<file path="config.mk">
export PLATFORM = sky130hd
export DESIGN_NAME = execute_stage
export DESIGN_NICKNAME = d
export VERILOG_FILES = /design/src/rtl/execute_stage.sv
export SDC_FILE = /design/constraint.sdc
export NUM_CORES = 1
export LEC_CHECK = 0
export ABC_AREA = 1
export CORE_MARGIN = 2
export CORE_UTILIZATION = 42
export CTS_CLUSTER_SIZE = 25
export DETAILED_ROUTE_END_ITERATION = 8
export PLACE_DENSITY = 0.81
export SLEW_MARGIN = 20
export SYNTH_ARGS = -nofsm -noshare
export SYNTH_HDL_FRONTEND = slang
export SYNTH_SLANG_ARGS = --single-unit
</file>
<file path="constraint.sdc">
create_clock -name clk -period 2.1 [get_ports clk]
set_input_delay 0.42 -clock clk [delete_from_list [all_inputs] [get_ports clk]]
set_output_delay 0.42 -clock clk [all_outputs]
set_load 0.05 [all_outputs]
</file>
<file path="src/rtl/execute_stage.sv">
// execute_stage: forwarding muxes, ALU, flags and E->M register of the 8-bit pipeline.
// EXECUTE_STAGE_MUL_EN adds the iterative shift-add multiplier (MUL, code 1001).
module execute_stage #(
   parameter int          W         = 8,
   parameter logic [15:0] NOP_INSTR = 16'h0000
) (
   input  logic         clk,
   input  logic         rst_n,
   input  logic [W-1:0] RD1E,
   input  logic [W-1:0] RD2E,
   input  logic [W-1:0] ImmE,
   input  logic         ImmSrcE,
   input  logic [3:0]   ALUControlE,
   input  logic         FlagWriteE,
   input  logic         RegWriteAE,
   input  logic         RegWriteBE,
   input  logic         MemtoRegE,
   input  logic [2:0]   WA3E,
   input  logic [2:0]   WA4E,
   input  logic [1:0]   ShowE,
   input  logic [15:0]  InstrE,
   input  logic [1:0]   ForwardAE,
   input  logic [1:0]   ForwardBE,
   input  logic [W-1:0] ResultW,
   output logic         BusyE,
   output logic [3:0]   Flags,
   output logic [W-1:0] ALUResultM,
   output logic [W-1:0] ResultHiM,
   output logic [W-1:0] WriteDataM,
   output logic [2:0]   WA3M,
   output logic [2:0]   WA4M,
   output logic         RegWriteAM,
   output logic         RegWriteBM,
   output logic         MemtoRegM,
   output logic [1:0]   ShowM,
   output logic [15:0]  InstrM
);
   logic           valid, defined, c_n, v_n;
   logic [W-1:0]   src_a, fwd_b, src_b, res;
   logic           start, in_mul, mul_done;
   logic [2*W-1:0] prod;
   logic [2:0]     l_wa3, l_wa4;
   logic           l_rwa, l_rwb, l_mtr, l_fw;
   logic [1:0]     l_show;
   logic [15:0]    l_instr;

   assign valid = InstrE != NOP_INSTR;
   assign src_a = ForwardAE == 2'b01 ? ResultW : ForwardAE == 2'b10 ? ALUResultM : RD1E;
   assign fwd_b = ForwardBE == 2'b01 ? ResultW : ForwardBE == 2'b10 ? ALUResultM : RD2E;
   assign src_b = ImmSrcE ? ImmE : fwd_b;

   always_comb begin
      res     = src_a;
      c_n     = Flags[1];
      v_n     = Flags[0];
      defined = 1'b1;
      case (ALUControlE)
         4'b0000: begin
            {c_n, res} = {1'b0, src_a} + {1'b0, src_b};
            v_n = (src_a[W-1] == src_b[W-1]) && (res[W-1] != src_a[W-1]);
         end
         4'b0001: begin
            res = src_a - src_b;
            c_n = src_a >= src_b;
            v_n = (src_a[W-1] != src_b[W-1]) && (res[W-1] != src_a[W-1]);
         end
         4'b0010: res = src_a & src_b;
         4'b0011: res = src_a | src_b;
         4'b0100: res = src_a ^ src_b;
         4'b0101: res = ~src_a;
         4'b0110: begin
            res = {src_a[W-2:0], 1'b0};
            c_n = src_a[W-1];
         end
         4'b0111: begin
            res = {1'b0, src_a[W-1:1]};
            c_n = src_a[0];
         end
         4'b1000: res = src_b;
         default: defined = 1'b0;
      endcase
   end

`ifdef EXECUTE_STAGE_MUL_EN
   localparam int CW = $clog2(W);
   typedef enum logic {IDLE, MUL} state_t;
   state_t         state, state_nx;
   logic [CW-1:0]  cnt;
   logic [W-1:0]   mcand, mplier;
   logic [2*W-1:0] acc;

   always_ff @(posedge clk or negedge rst_n)
      if (!rst_n) state <= IDLE;
      else state <= state_nx;

   always_comb state_nx = start ? MUL : mul_done ? IDLE : state;

   // start is gated by rst_n so BusyE stays low while reset is asserted
   always_comb begin
      start = rst_n && state == IDLE && valid && ALUControlE == 4'b1001;
      BusyE = start || (state == MUL && cnt != CW'(W-1));
   end

   assign in_mul   = state == MUL;
   assign mul_done = in_mul && cnt == CW'(W-1);
   assign prod     = acc + (mplier[cnt] ? ({{W{1'b0}}, mcand} << cnt) : '0);

   always_ff @(posedge clk or negedge rst_n)
      if (!rst_n) begin
         cnt     <= '0;
         mcand   <= '0;
         mplier  <= '0;
         acc     <= '0;
         l_wa3   <= '0;
         l_wa4   <= '0;
         l_rwa   <= 1'b0;
         l_rwb   <= 1'b0;
         l_mtr   <= 1'b0;
         l_fw    <= 1'b0;
         l_show  <= '0;
         l_instr <= NOP_INSTR;
      end else if (start) begin
         cnt     <= '0;
         mcand   <= src_a;
         mplier  <= src_b;
         acc     <= '0;
         l_wa3   <= WA3E;
         l_wa4   <= WA4E;
         l_rwa   <= RegWriteAE;
         l_rwb   <= RegWriteBE;
         l_mtr   <= MemtoRegE;
         l_fw    <= FlagWriteE;
         l_show  <= ShowE;
         l_instr <= InstrE;
      end else if (in_mul) begin
         acc <= prod;
         cnt <= cnt + 1'b1;
      end
`else
   assign start    = 1'b0;
   assign in_mul   = 1'b0;
   assign mul_done = 1'b0;
   assign prod     = '0;
   assign l_wa3    = '0;
   assign l_wa4    = '0;
   assign l_rwa    = 1'b0;
   assign l_rwb    = 1'b0;
   assign l_mtr    = 1'b0;
   assign l_fw     = 1'b0;
   assign l_show   = '0;
   assign l_instr  = NOP_INSTR;
   assign BusyE    = 1'b0;
`endif

   always_ff @(posedge clk or negedge rst_n)
      if (!rst_n) begin
         ALUResultM <= '0;
         ResultHiM  <= '0;
         WriteDataM <= '0;
         WA3M       <= '0;
         WA4M       <= '0;
         RegWriteAM <= 1'b0;
         RegWriteBM <= 1'b0;
         MemtoRegM  <= 1'b0;
         ShowM      <= '0;
         InstrM     <= NOP_INSTR;
         Flags      <= '0;
      end else if (start || (in_mul && !mul_done)) begin
         ALUResultM <= '0;
         ResultHiM  <= '0;
         WriteDataM <= '0;
         WA3M       <= '0;
         WA4M       <= '0;
         RegWriteAM <= 1'b0;
         RegWriteBM <= 1'b0;
         MemtoRegM  <= 1'b0;
         ShowM      <= '0;
         InstrM     <= NOP_INSTR;
      end else if (mul_done) begin
         ALUResultM <= prod[W-1:0];
         ResultHiM  <= prod[2*W-1:W];
         WriteDataM <= '0;
         WA3M       <= l_wa3;
         WA4M       <= l_wa4;
         RegWriteAM <= l_rwa;
         RegWriteBM <= l_rwb;
         MemtoRegM  <= l_mtr;
         ShowM      <= l_show;
         InstrM     <= l_instr;
         if (l_fw) Flags[3:2] <= {prod[2*W-1], prod == '0};
      end else begin
         ALUResultM <= res;
         ResultHiM  <= '0;
         WriteDataM <= fwd_b;
         WA3M       <= WA3E;
         WA4M       <= WA4E;
         RegWriteAM <= RegWriteAE && valid;
         RegWriteBM <= RegWriteBE && valid && ALUControlE != 4'b1001;
         MemtoRegM  <= MemtoRegE && valid;
         ShowM      <= ShowE;
         InstrM     <= InstrE;
         if (FlagWriteE && valid && defined) Flags <= {res[W-1], res == '0, c_n, v_n};
      end
endmodule

</file>
==> summary.txt <==
Flow run
  • Max-Cap Viols: 0

Drt
  • Met1 Wirelength: 6920 um
  • Top sig layer: met4
  • Routed wl met2: 9610 um
  • Metal3 WL: roughly 2400 um
  • Drt total wl: 20800 um
  • Vias per inst: 5.96
  • Vias: between 5k and 6k
  • WL/cell: 21.7 um
  • Residual DRC: 0
  • Post-route ant nets: 0
  • DR iter-0 viols: 632
  • Drt first pass iters: 6

Timing
  • Worst Skew: 5.96 ps
  • Final Worst Setup Slack: -529 ps
  • Min cycle time layout: 2630 ps
  • Highest clock rate: 0.380 GHz
  • Slew @ Worst Pin: around 670 ps
  • Max Slew Vio Count: 0
  • Final hold vios: 0
  • Final period utilization: 1.25
  • RSZ-0062 raised after global routing: yes
  • Final setup vio count: 11
  • Worst slew margin: 0.549
  • Setup TNS: -4160 ps

Critical path
  • Startpoint class of the critical path: primary input
  • Critical path data arrival time: 2890 ps
  • Reg2Reg Depth: 16
  • Critical setup path kind: in2reg
  • R2R setup slack: -530 ps
  • Critical Path End Type: flip-flop
  • Critical Path RT: 2370 ps
  • CP max FO: 7

Clock network
  • Reg clk slew, reported paths: 110 ps
  • # clock sinks: 47
  • CTS H-Tree Depth: 2
  • CTS Buf Count: 5
  • CTS root buf: clkbuf_8
  • Worst-skew pair later-pin latency: roughly 320 ps
  • # hold bufs at CTS: 0
  • CTS tree: done
  • Clock Tree Buf Depth: 2

Power
  • Logic pwr share: 0.584
  • Net Sw Frac: 0.432
  • Internal power: between 2 and 2.5 mW
  • Peak supply drop: 287 uV
  • Static Leak: 3.59 nW
  • Power Dens Cells: 594 nW/um2
  • Seq pwr share: 0.243
  • Clock network power share: 0.173
  • Psw: 1.85 mW

Status
  • Failing checks: negative setup slack
  • Status: finished with violations

Worst hold path
  • Worst Hold Class: in2async

Place
  • Dpl cell area: 6090 um2
  • Global placement routability congestion: slightly above 1
  • Count of input and output buffers: 117
  • Setup slack after placement: -1320 ps
  • Placed insts: 894
  • Post-DP HPWL: 12100 um

Cells and area
  • Post-layout nets: 943
  • Fillers: 459
  • Most frequent cells in the layout: buf_4 (155), nand2_1 (109), clkdlybuf4s50_1 (96)
  • Register area: 1180 um2
  • Area growth syn-to-layout: 91.0%
  • Non-Filler Instances: 955
  • Multi-input logic area: 2840 um2
  • Most common cell after layout, fill and taps aside: buf_4
  • Antenna Cells: 0
  • Final non-filler cell area: 7230 um2
  • Share of layout cells above drive strength 1: 0.432

Die
  • Core Footprint: 8720 um2
  • Die Y: 98.9 um
  • Die Area: just under 10000 um2
  • IO Count: 127
  • Initial core utilization: 0.434
  • Std cell rows: 34
  • Die width: about 99 um

Yosys
  • Share of the yosys chip area belonging to registers: 0.311
  • #FFs+latches synth: 47
  • Yosys cell types: 39
  • Netlist Area Pre-Place: around 3800 um2
  • Ys Warns: 0
  • Mean Syn Cell Area: roughly 6.8 um2
  • Syn Inst Count: around 560

GRT
  • Initial antenna violation count: 0
  • Total global routing overflow: 0
  • Largest net degree at the start of global routing: 22
  • Vias in the first global route: 5350
  • All-Layer GR Usage: 0.357
  • First-pass GRT wire length: roughly 27000 um
synth_stat cells, drive strengths merged:
master	count	share of area
nand3b	5	0.0099
o22ai	2	0.0033
nand4	10	0.017
nor3	3	0.0040
nor2	56	0.062
and2	1	0.0020
buf	18	0.035
o21ai	14	0.019
nand2	151	0.16
ha	24	0.079
a21oi	16	0.021
conb	1	0.00099
o211ai	4	0.0079
a21o	1	0.0020
nand2b	1	0.0017
inv	83	0.082
a22oi	1	0.0020
nand3	99	0.14
or2	12	0.020
clkbuf	1	0.00099
a31oi	1	0.0017
o21a	2	0.0040
xor2	1	0.0023
fa	2	0.011
dfrtp	47	0.31
a21boi	1	0.0020
cell families (layout without fill, tap and decap cells):
family	count (synthesis)	count (layout)	synth area share
DFF	47	47	0.311
and+or+nand+nor	338	339	0.415
xor gates and xnor gates	1	1	0.00232
adders and majority gates	26	26	0.0899
other	1	9	0.000991
AOI/OAI and AO/OA	42	42	0.0625
buffers and inverters	102	383	0.119
critical path: stages:
cell and delay [ps]:
buf_6 110, inv_2 50, nor2_4 160, buf_4 150, nand2_2 80, nand3_4 110, o211ai_1 170, nand2_1 170
inv_2 60, ha_4 290, inv_4 90, nor2_1 60, nor3_2 170, nand2_1 110, nor2_1 200, nand3_2 110
o21ai_2 160, nand4_1 110, nand2_1 90
metal layers:
layer / track usage / up-vias
met5: 0 / -
met4: 0.203 / 0
met1: 0.395 / 2652
li1: - / 2351
met3: 0.0766 / 184
met2: 0.629 / 507
final timing paths:
check / start / to
min reg2reg: Flags[1] / Flags[1]
max in group asynchronous: rst_n / InstrM[14]
max reg2reg: ALUResultM[5] / Flags[2]
min in group clk: ResultW[5] / WriteDataM[5]
max: ForwardBE[1] / Flags[2]
min: rst_n / ALUResultM[2]
layout make-up:
type | count | area share
Inverter | 83 | 0.0513
Clock buffer | 5 | 0.00952
Multi-Input combinational cell | 417 | 0.393
Sequential cell | 47 | 0.163
Timing Repair Buffer | 292 | 0.358
Clock inverter | 3 | 0.00641
Tap cell | 108 | 0.0187
repair_timing:
item,in CTS,in global routing
cloned,1,0
setup endpoints to repair,12,13
pin swaps,73,56
buffers inserted,33,24
gates resized for setup,139,75
metrics by stage:
stage          hold slack [ps]  power [mW]   util
2_1_floorplan              124        2.14      -
3_3_place_gp               396        2.93  0.699
3_5_place_dp               407        2.97  0.699
4_1_cts                   72.1        3.95  0.784
5_1_grt                    109        4.45  0.829
6_report                  84.2        4.29  0.829
state kept, by name (all words and copies together), names as in the netlist:
signal / count
ALUResultM: 8
Flags: 4
InstrM: 16
MemtoRegM: 1
RegWriteAM: 1
RegWriteBM: 1
ShowM: 2
WA3M: 3
WA4M: 3
WriteDataM: 8
power by group through the flow:
stage,clock network [mW],logic (mW),registers (mW)
2_1_floorplan,0,0.791,1.35
3_3_place_gp,0,1.88,1.05
3_5_place_dp,0,1.92,1.05
4_1_cts,0.709,2.20,1.03
5_1_grt,0.778,2.62,1.05
6_report,0.741,2.51,1.04
Note: power is estimated with default switching activity, not from simulation.
